**src/rtl/lifo_fifo_buf_pkg.sv**
```systemverilog
// Shared definitions for the LIFO/FIFO circular buffer: pop-mode encoding,
// modulo-DEPTH pointer stepping and register width helpers.
package lifo_fifo_pkg;

   localparam logic MODE_LIFO = 1'b0;
   localparam logic MODE_FIFO = 1'b1;

   // Advance a pointer by one, wrapping from depth-1 back to 0.
   function automatic int ptr_inc(input int p, input int depth);
      return (p == depth - 1) ? 0 : p + 1;
   endfunction

   // Step a pointer back by one, wrapping from 0 to depth-1.
   function automatic int ptr_dec(input int p, input int depth);
      return (p == 0) ? depth - 1 : p - 1;
   endfunction

   // Width of an occupancy counter able to hold 0..depth.
   function automatic int cnt_w(input int depth);
      return $clog2(depth + 1);
   endfunction

   // Width of a pointer addressing 0..depth-1.
   function automatic int ptr_w(input int depth);
      return $clog2(depth);
   endfunction

endpackage

```
**src/rtl/lifo_fifo_buf_if.sv**
```systemverilog
// Request/response bundle between the producer/consumer logic (master)
// and the LIFO/FIFO buffer (slave).
interface lifo_fifo_buf_if
   import lifo_fifo_pkg::*;
#(
   parameter int DATA_WIDTH = 3,
   parameter int DEPTH      = 5
);
   localparam int CW = cnt_w(DEPTH);

   logic                  push;
   logic                  pop;
   logic                  mode;
   logic [DATA_WIDTH-1:0] data_in;
   logic [DATA_WIDTH-1:0] data_out;
   logic                  data_valid;
   logic                  stack_full;
   logic                  stack_empty;
   logic                  stack_threshold;
   logic                  error;
   logic [CW-1:0]         count;

   modport master (
      output push, pop, mode, data_in,
      input  data_out, data_valid, stack_full, stack_empty,
             stack_threshold, error, count
   );

   modport slave (
      input  push, pop, mode, data_in,
      output data_out, data_valid, stack_full, stack_empty,
             stack_threshold, error, count
   );
endinterface

```
**src/rtl/lifo_fifo_buf_ptr_ctr.sv**
```systemverilog
// Modulo-DEPTH up/down pointer register used for the read and write
// pointers of the circular buffer.
module buf_ptr_ctr
   import lifo_fifo_pkg::*;
#(
   parameter int DEPTH = 5,
   parameter int PW    = ptr_w(DEPTH)
) (
   input  logic          clk,
   input  logic          rst,
   input  logic          inc,
   input  logic          dec,
   output logic [PW-1:0] ptr
);

   // Step the pointer with wrap-around; inc and dec together cancel.
   always_ff @(posedge clk or negedge rst) begin
      if (!rst) begin
         ptr <= '0;
      end else if (inc && !dec) begin
         ptr <= PW'(ptr_inc(int'(ptr), DEPTH));
      end else if (dec && !inc) begin
         ptr <= PW'(ptr_dec(int'(ptr), DEPTH));
      end
   end

endmodule

```
**src/rtl/lifo_fifo_buf.sv**
```systemverilog
// Circular-buffer store poppable as a stack (LIFO) or a queue (FIFO),
// chosen per pop by mode. Registered data_out with a one-cycle valid strobe,
// occupancy count and flags decoded from the registered count.
// Optional build macro LIFO_FIFO_OVERWRITE_EN: a push into a full buffer
// without a pop drops the oldest entry instead of raising error.
module lifo_fifo_buf
   import lifo_fifo_pkg::*;
#(
   parameter int DATA_WIDTH = 3,
   parameter int DEPTH      = 5,
   parameter int THRESHOLD  = 3
) (
   input  logic           clk,
   input  logic           rst,
   lifo_fifo_buf_if.slave bus
);

   localparam int PW = ptr_w(DEPTH);
   localparam int CW = cnt_w(DEPTH);
   localparam logic [CW-1:0] FULL_CNT = CW'(DEPTH);
   localparam logic [CW-1:0] THR_CNT  = CW'(THRESHOLD);
`ifdef LIFO_FIFO_OVERWRITE_EN
   localparam logic OVERWRITE = 1'b1;
`else
   localparam logic OVERWRITE = 1'b0;
`endif

   logic [DATA_WIDTH-1:0] mem [DEPTH];
   logic [PW-1:0]         rd_ptr, wr_ptr, top_ptr, rd_addr, wr_addr;
   logic [CW-1:0]         count_q;
   logic [DATA_WIDTH-1:0] dout_q;
   logic                  vld_q, err_q;
   logic                  full, empty, fifo_sel;
   logic                  do_pop, do_push, ovw, lifo_swap, req_err;
   logic                  rd_inc, wr_inc, wr_dec;

   // Decode the request against the current occupancy into pointer moves.
   always_comb begin
      full      = (count_q == FULL_CNT);
      empty     = (count_q == '0);
      fifo_sel  = (bus.mode == MODE_FIFO);
      top_ptr   = PW'(ptr_dec(int'(wr_ptr), DEPTH));
      do_pop    = bus.pop && !empty;
      // A full buffer still accepts a push when a pop frees a slot the same cycle.
      do_push   = bus.push && (!full || bus.pop || OVERWRITE);
      ovw       = OVERWRITE && bus.push && !bus.pop && full;
      req_err   = (bus.pop && empty) || (bus.push && !bus.pop && full && !OVERWRITE);
      // LIFO push+pop replaces the top entry in place, leaving wr_ptr alone.
      lifo_swap = do_push && do_pop && !fifo_sel;
      wr_inc    = do_push && !lifo_swap;
      wr_dec    = do_pop && !fifo_sel && !do_push;
      rd_inc    = (do_pop && fifo_sel) || ovw;
      rd_addr   = fifo_sel ? rd_ptr : top_ptr;
      wr_addr   = lifo_swap ? top_ptr : wr_ptr;
   end

   buf_ptr_ctr #(.DEPTH(DEPTH), .PW(PW)) u_rd_ptr (
      .clk (clk),
      .rst (rst),
      .inc (rd_inc),
      .dec (1'b0),
      .ptr (rd_ptr)
   );

   buf_ptr_ctr #(.DEPTH(DEPTH), .PW(PW)) u_wr_ptr (
      .clk (clk),
      .rst (rst),
      .inc (wr_inc),
      .dec (wr_dec),
      .ptr (wr_ptr)
   );

   // Storage is never reset; only accepted pushes write it.
   always_ff @(posedge clk) begin
      if (do_push) begin
         mem[wr_addr] <= bus.data_in;
      end
   end

   // Occupancy: overwrite and push+pop leave it unchanged.
   always_ff @(posedge clk or negedge rst) begin
      if (!rst) begin
         count_q <= '0;
      end else if (do_push && !do_pop && !ovw) begin
         count_q <= count_q + CW'(1);
      end else if (do_pop && !do_push) begin
         count_q <= count_q - CW'(1);
      end
   end

   // Registered pop data, its valid strobe and the error pulse.
   always_ff @(posedge clk or negedge rst) begin
      if (!rst) begin
         dout_q <= '0;
         vld_q  <= 1'b0;
         err_q  <= 1'b0;
      end else begin
         vld_q <= do_pop;
         err_q <= req_err;
         if (do_pop) begin
            dout_q <= mem[rd_addr];
         end
      end
   end

   assign bus.data_out        = dout_q;
   assign bus.data_valid      = vld_q;
   assign bus.error           = err_q;
   assign bus.count           = count_q;
   assign bus.stack_full      = full;
   assign bus.stack_empty     = empty;
   assign bus.stack_threshold = (count_q >= THR_CNT);

endmodule

```
**src/flat_wrapper.sv**
```systemverilog
// flat-port wrapper written by rule: the top's interface ports become plain ports
module lifo_fifo_buf_flat import lifo_fifo_pkg::*;
#(
   parameter int DATA_WIDTH = 3,
   parameter int DEPTH      = 5,
   parameter int THRESHOLD  = 3
)
  (clk, rst, bus_push, bus_pop, bus_mode, bus_data_in, bus_data_out, bus_data_valid, bus_stack_full, bus_stack_empty, bus_stack_threshold, bus_error, bus_count);
  lifo_fifo_buf_if #(.DATA_WIDTH(DATA_WIDTH), .DEPTH(DEPTH)) bus_i ();
  input  logic clk;
  input  logic rst;
  input wire logic [$bits(bus_i.push)-1:0] bus_push;
  input wire logic [$bits(bus_i.pop)-1:0] bus_pop;
  input wire logic [$bits(bus_i.mode)-1:0] bus_mode;
  input wire logic [$bits(bus_i.data_in)-1:0] bus_data_in;
  output wire logic [$bits(bus_i.data_out)-1:0] bus_data_out;
  output wire logic [$bits(bus_i.data_valid)-1:0] bus_data_valid;
  output wire logic [$bits(bus_i.stack_full)-1:0] bus_stack_full;
  output wire logic [$bits(bus_i.stack_empty)-1:0] bus_stack_empty;
  output wire logic [$bits(bus_i.stack_threshold)-1:0] bus_stack_threshold;
  output wire logic [$bits(bus_i.error)-1:0] bus_error;
  output wire logic [$bits(bus_i.count)-1:0] bus_count;
  assign bus_i.push = bus_push;
  assign bus_i.pop = bus_pop;
  assign bus_i.mode = bus_mode;
  assign bus_i.data_in = bus_data_in;
  assign bus_data_out = bus_i.data_out;
  assign bus_data_valid = bus_i.data_valid;
  assign bus_stack_full = bus_i.stack_full;
  assign bus_stack_empty = bus_i.stack_empty;
  assign bus_stack_threshold = bus_i.stack_threshold;
  assign bus_error = bus_i.error;
  assign bus_count = bus_i.count;
  lifo_fifo_buf #(.DATA_WIDTH(DATA_WIDTH), .DEPTH(DEPTH), .THRESHOLD(THRESHOLD)) u_core (.clk(clk), .rst(rst), .bus(bus_i));
endmodule
```
**config.mk**
```make
export PLATFORM = sky130hd
export DESIGN_NAME = lifo_fifo_buf_flat
export DESIGN_NICKNAME = d
export VERILOG_FILES = /design/src/rtl/lifo_fifo_buf_pkg.sv /design/src/rtl/lifo_fifo_buf_if.sv /design/src/rtl/lifo_fifo_buf_ptr_ctr.sv /design/src/rtl/lifo_fifo_buf.sv /design/src/flat_wrapper.sv
export SDC_FILE = /design/constraint.sdc
export NUM_CORES = 1
export LEC_CHECK = 0
export ABC_AREA = 1
export CELL_PAD_IN_SITES_DETAIL_PLACEMENT = 1
export CELL_PAD_IN_SITES_GLOBAL_PLACEMENT = 1
export CORE_UTILIZATION = 41
export DETAILED_ROUTE_END_ITERATION = 10
export GPL_TIMING_DRIVEN = 1
export PLACE_DENSITY = 0.87
export SYNTH_ARGS = -nofsm -noshare
export SYNTH_HDL_FRONTEND = slang
export SYNTH_HIERARCHICAL = 1
export SYNTH_SLANG_ARGS = --single-unit
```
**constraint.sdc**
```tcl
create_clock -name clk -period 2.7 [get_ports clk]
set_input_delay 0.81 -clock clk [delete_from_list [all_inputs] [get_ports clk]]
set_output_delay 0.81 -clock clk [all_outputs]
set_load 0.01 [all_outputs]
```
==> out/qor.txt <==
reg-to-reg endpoint: u_core/mem[2][0]
clock tree buffer depth: 2
multi-input logic area: 793 um2
WHS Endpoint: u_core/bus.data_out[0]
register area share after synthesis: 47.5%
DP Worst Slack: -0.418 ns
Req. time, crit path: 2.69 ns
first-pass GRT wire length: 7380 um
GPL Wtd Cong: 0.852
final cycle utilization of the critical path: 94.9%
Mean Syn Cell Area: 8.06 um2
Cell variety after synth: 20
Clock Tree Root: clkbuf_8
I/O Buffers: 18
I/O pins: 19
Die Wd: 66.1 um
asr flop ratio synth: 48.3%
number of flops mapped to enable cells by yosys: 15
share of cells above drive strength 1: 13.6%
vias: 1496
clock network power share: 23.4%
Hold Vio Cnt, Final: 0
grt ovf: 0
worst hold path depth: 2
die height: 66.1 um
CTS tree: built
clk_skew: 0.00223 ns
area added between synthesis and finish: 27.1%
Initial Utilization: 44.3%
Clock Sinks: 29
RSZ-0062 raised after global routing: false
fill count: 483
cell-internal power: 1400 uW
PD cells: 1090 nW/um2
register bit count reported by yosys: 29
critical path startpoint category: primary input
HP Class: reg2reg
Worst Min Path Start: u_core/bus.data_out[0]
Critical path origin: bus_pop
Max rail drop VDD: 0.331 mV
switching power total: 925 uW
Ant. Diodes: 0
Final ANT Viol Nets: 0
R2R setup slack: 0.49 ns
outcome: complete, no violations
total power: 2330 uW
Setup CP Type: in2reg
Setup WS post-layout: 0.138 ns
clock period minus final worst setup slack: 2.56 ns
Seq pwr share: 30.6%
Register Area: 801 um2
CTS buffer count: 5
R2R depth: 12
pin count of the biggest net entering global routing: 15
Remaining DRCs: 0
max_slew headroom: 52.3%
critical path data arrival time: 2.55 ns
Synth Net Count: 229
DP HPWL: 3200 um
Fmax achieved: 390 MHz
Synth Warn #: 6
later-pin clock latency in the skew report: 0.29 ns
share of the synthesized area in the top cell type: 26.7%
Synth Instances: 209
vias in the first global route: 1603
Post-CTS Hold Buffers: 0
CORE AREA: 3800 um2
Clock transition at path regs: 0.07 ns
Setup violations, final: 0
Most used DFF post-synth: edfxtp_1
final WL: 4320 um
Crit Path Max Fanout: 7
CP Capture Type: flop
first-pass iteration count of the detailed router: 6
Syn Std Cell Area: 1680 um2
Leak: 0.00101 uW
Comb pwr share: 46.0%
DR vias/cell: 5.16
die area: 4370 um2
Max-cap violations: 0
initial antenna violation count: 0
initial DRC count: 114
Total GRT Usage: 23.1%
sw frac: 39.7%
Slew Viols, Final: 0
wire length per cell: 14.9 um
Reg-to-Reg Start: u_core/bus.count[1]
CTS H-tree lvls: 2
Synth area leader: edfxtp_1
Layout Nets: 261
Least-Margin Pin Slew: 0.714 ns
FP Rows: 22
largest cells by area after synthesis: edfxtp_1, dfrtp_1, nand2_1, ha_1, nand3_1
-- metal layers --
metal	vias to the layer above	wire, um	share of wire (%)	GRT usage [%]
met5	-	0	0	0
met4	0	101	2.3	8.78
met3	12	214	5.0	7.59
met2	31	2140	50	40.4
met1	716	1860	43	25.9
li1	737	-	-	-
-- metrics by stage --
step                      hold WS, ns  instances  setup TNS, ns  util [%]  area, um2
after floorplan                 0.514        209              0         -       1680
after global placement          0.469        282          -3.39      52.0       1980
after detailed placement        0.471        282          -6.89      52.0       1980
after CTS                       0.488        290              0      55.8       2120
after global routing            0.507        290              0      56.4       2140
final                           0.485        290              0      56.4       2140
-- worst max-delay path by stage --
stage                                   endpoint  slack [ns]  cells after the start
final                           u_core/mem[2][0]        0.14                     11
after global routing      u_core/u_wr_ptr/ptr[2]        0.03                     13
after CTS                       u_core/mem[2][0]        0.04                     10
after detailed placement        u_core/mem[1][0]       -0.42                     10
after global placement          u_core/mem[3][2]       -0.21                     10
after floorplan                 u_core/mem[3][0]        0.37                      9
-- cell usage after synthesis, types with 2 or more instances --
cell      count
a21oi_1       9
dfrtp_1      14
edfxtp_1     15
ha_1         11
inv_1        27
inv_2         5
nand2_1      58
nand2_2       2
nand3_1      25
nor2_1       22
o211ai_1      3
o21ai_0       9
o21ai_2       2
-- layout make-up --
cell class | count | area share (%)
Clock buffer | 5 | 3.21
Tap cell | 48 | 2.81
Multi-Input combinational cell | 148 | 37.1
Timing Repair Buffer | 25 | 10.9
Sequential cell | 29 | 37.4
Inverter | 32 | 5.61
Clock inverter | 3 | 3.04
-- cell families after synthesis --
logic type	Yosys count	share of synthesized area [%]
compound gates	24	8.02
buf+inv	32	7.13
xor+xnor	2	1.04
fa+ha+maj	12	9.36
other cells	1	0.223
flops	29	47.5
simple gates	109	26.7
-- cells in the final DEF, fill, tap and decap left out --
| cell type | n |
|---|---|
| o21ai_1 | 1 |
| nor3_1 | 1 |
| edfxtp_1 | 15 |
| o211ai_1 | 3 |
| clkbuf_8 | 5 |
| dfrtp_1 | 14 |
| a21oi_1 | 9 |
| buf_4 | 7 |
| o21ai_0 | 7 |
| inv_1 | 27 |
| xor2_1 | 1 |
| inv_2 | 5 |
| nor2_4 | 1 |
| nor2_1 | 16 |
| xnor2_1 | 1 |
| conb_1 | 1 |
| nor2_2 | 5 |
| clkdlybuf4s50_1 | 18 |
| fa_1 | 1 |
| nand2_2 | 2 |
| clkinv_2 | 1 |
| ha_1 | 10 |
| nand3_1 | 25 |
| nand2_1 | 58 |
| bufinv_16 | 2 |
| o21ai_2 | 4 |
| ha_2 | 1 |
| or2_0 | 1 |
-- worst max-delay path, cell delays in order --
cell	delay [ns]
clkdlybuf4s50_1	0.47
o21ai_2	0.20
inv_1	0.08
ha_1	0.18
inv_1	0.10
nor2_4	0.07
nand2_1	0.06
nand2_1	0.08
nor2_1	0.18
inv_1	0.10
nor2_2	0.20
-- what timing repair did --
item                                    in CTS  in global routing
resized for setup                            5                  7
endpoints found under the setup margin      16                 17
buffers inserted                             0                  0
-- registers in the layout, indices dropped and copies added, names as in the netlist --
name and cells:
u_core/bus.count 3, u_core/bus.data_out 3, u_core/bus.data_valid 1, u_core/bus.error 1, u_core/mem 15, u_core/u_rd_ptr/ptr 3, u_core/u_wr_ptr/ptr 3
-- power groups by stage --
stage | logic, uW | registers [uW] | clock network, uW
2_1_floorplan | 651 | 718 | 0
3_3_place_gp | 983 | 715 | 0
3_5_place_dp | 1030 | 720 | 0
4_1_cts | 1070 | 712 | 554
5_1_grt | 1230 | 731 | 571
6_report | 1070 | 712 | 545
No activity file was read; power rests on OpenSTA's default activity.
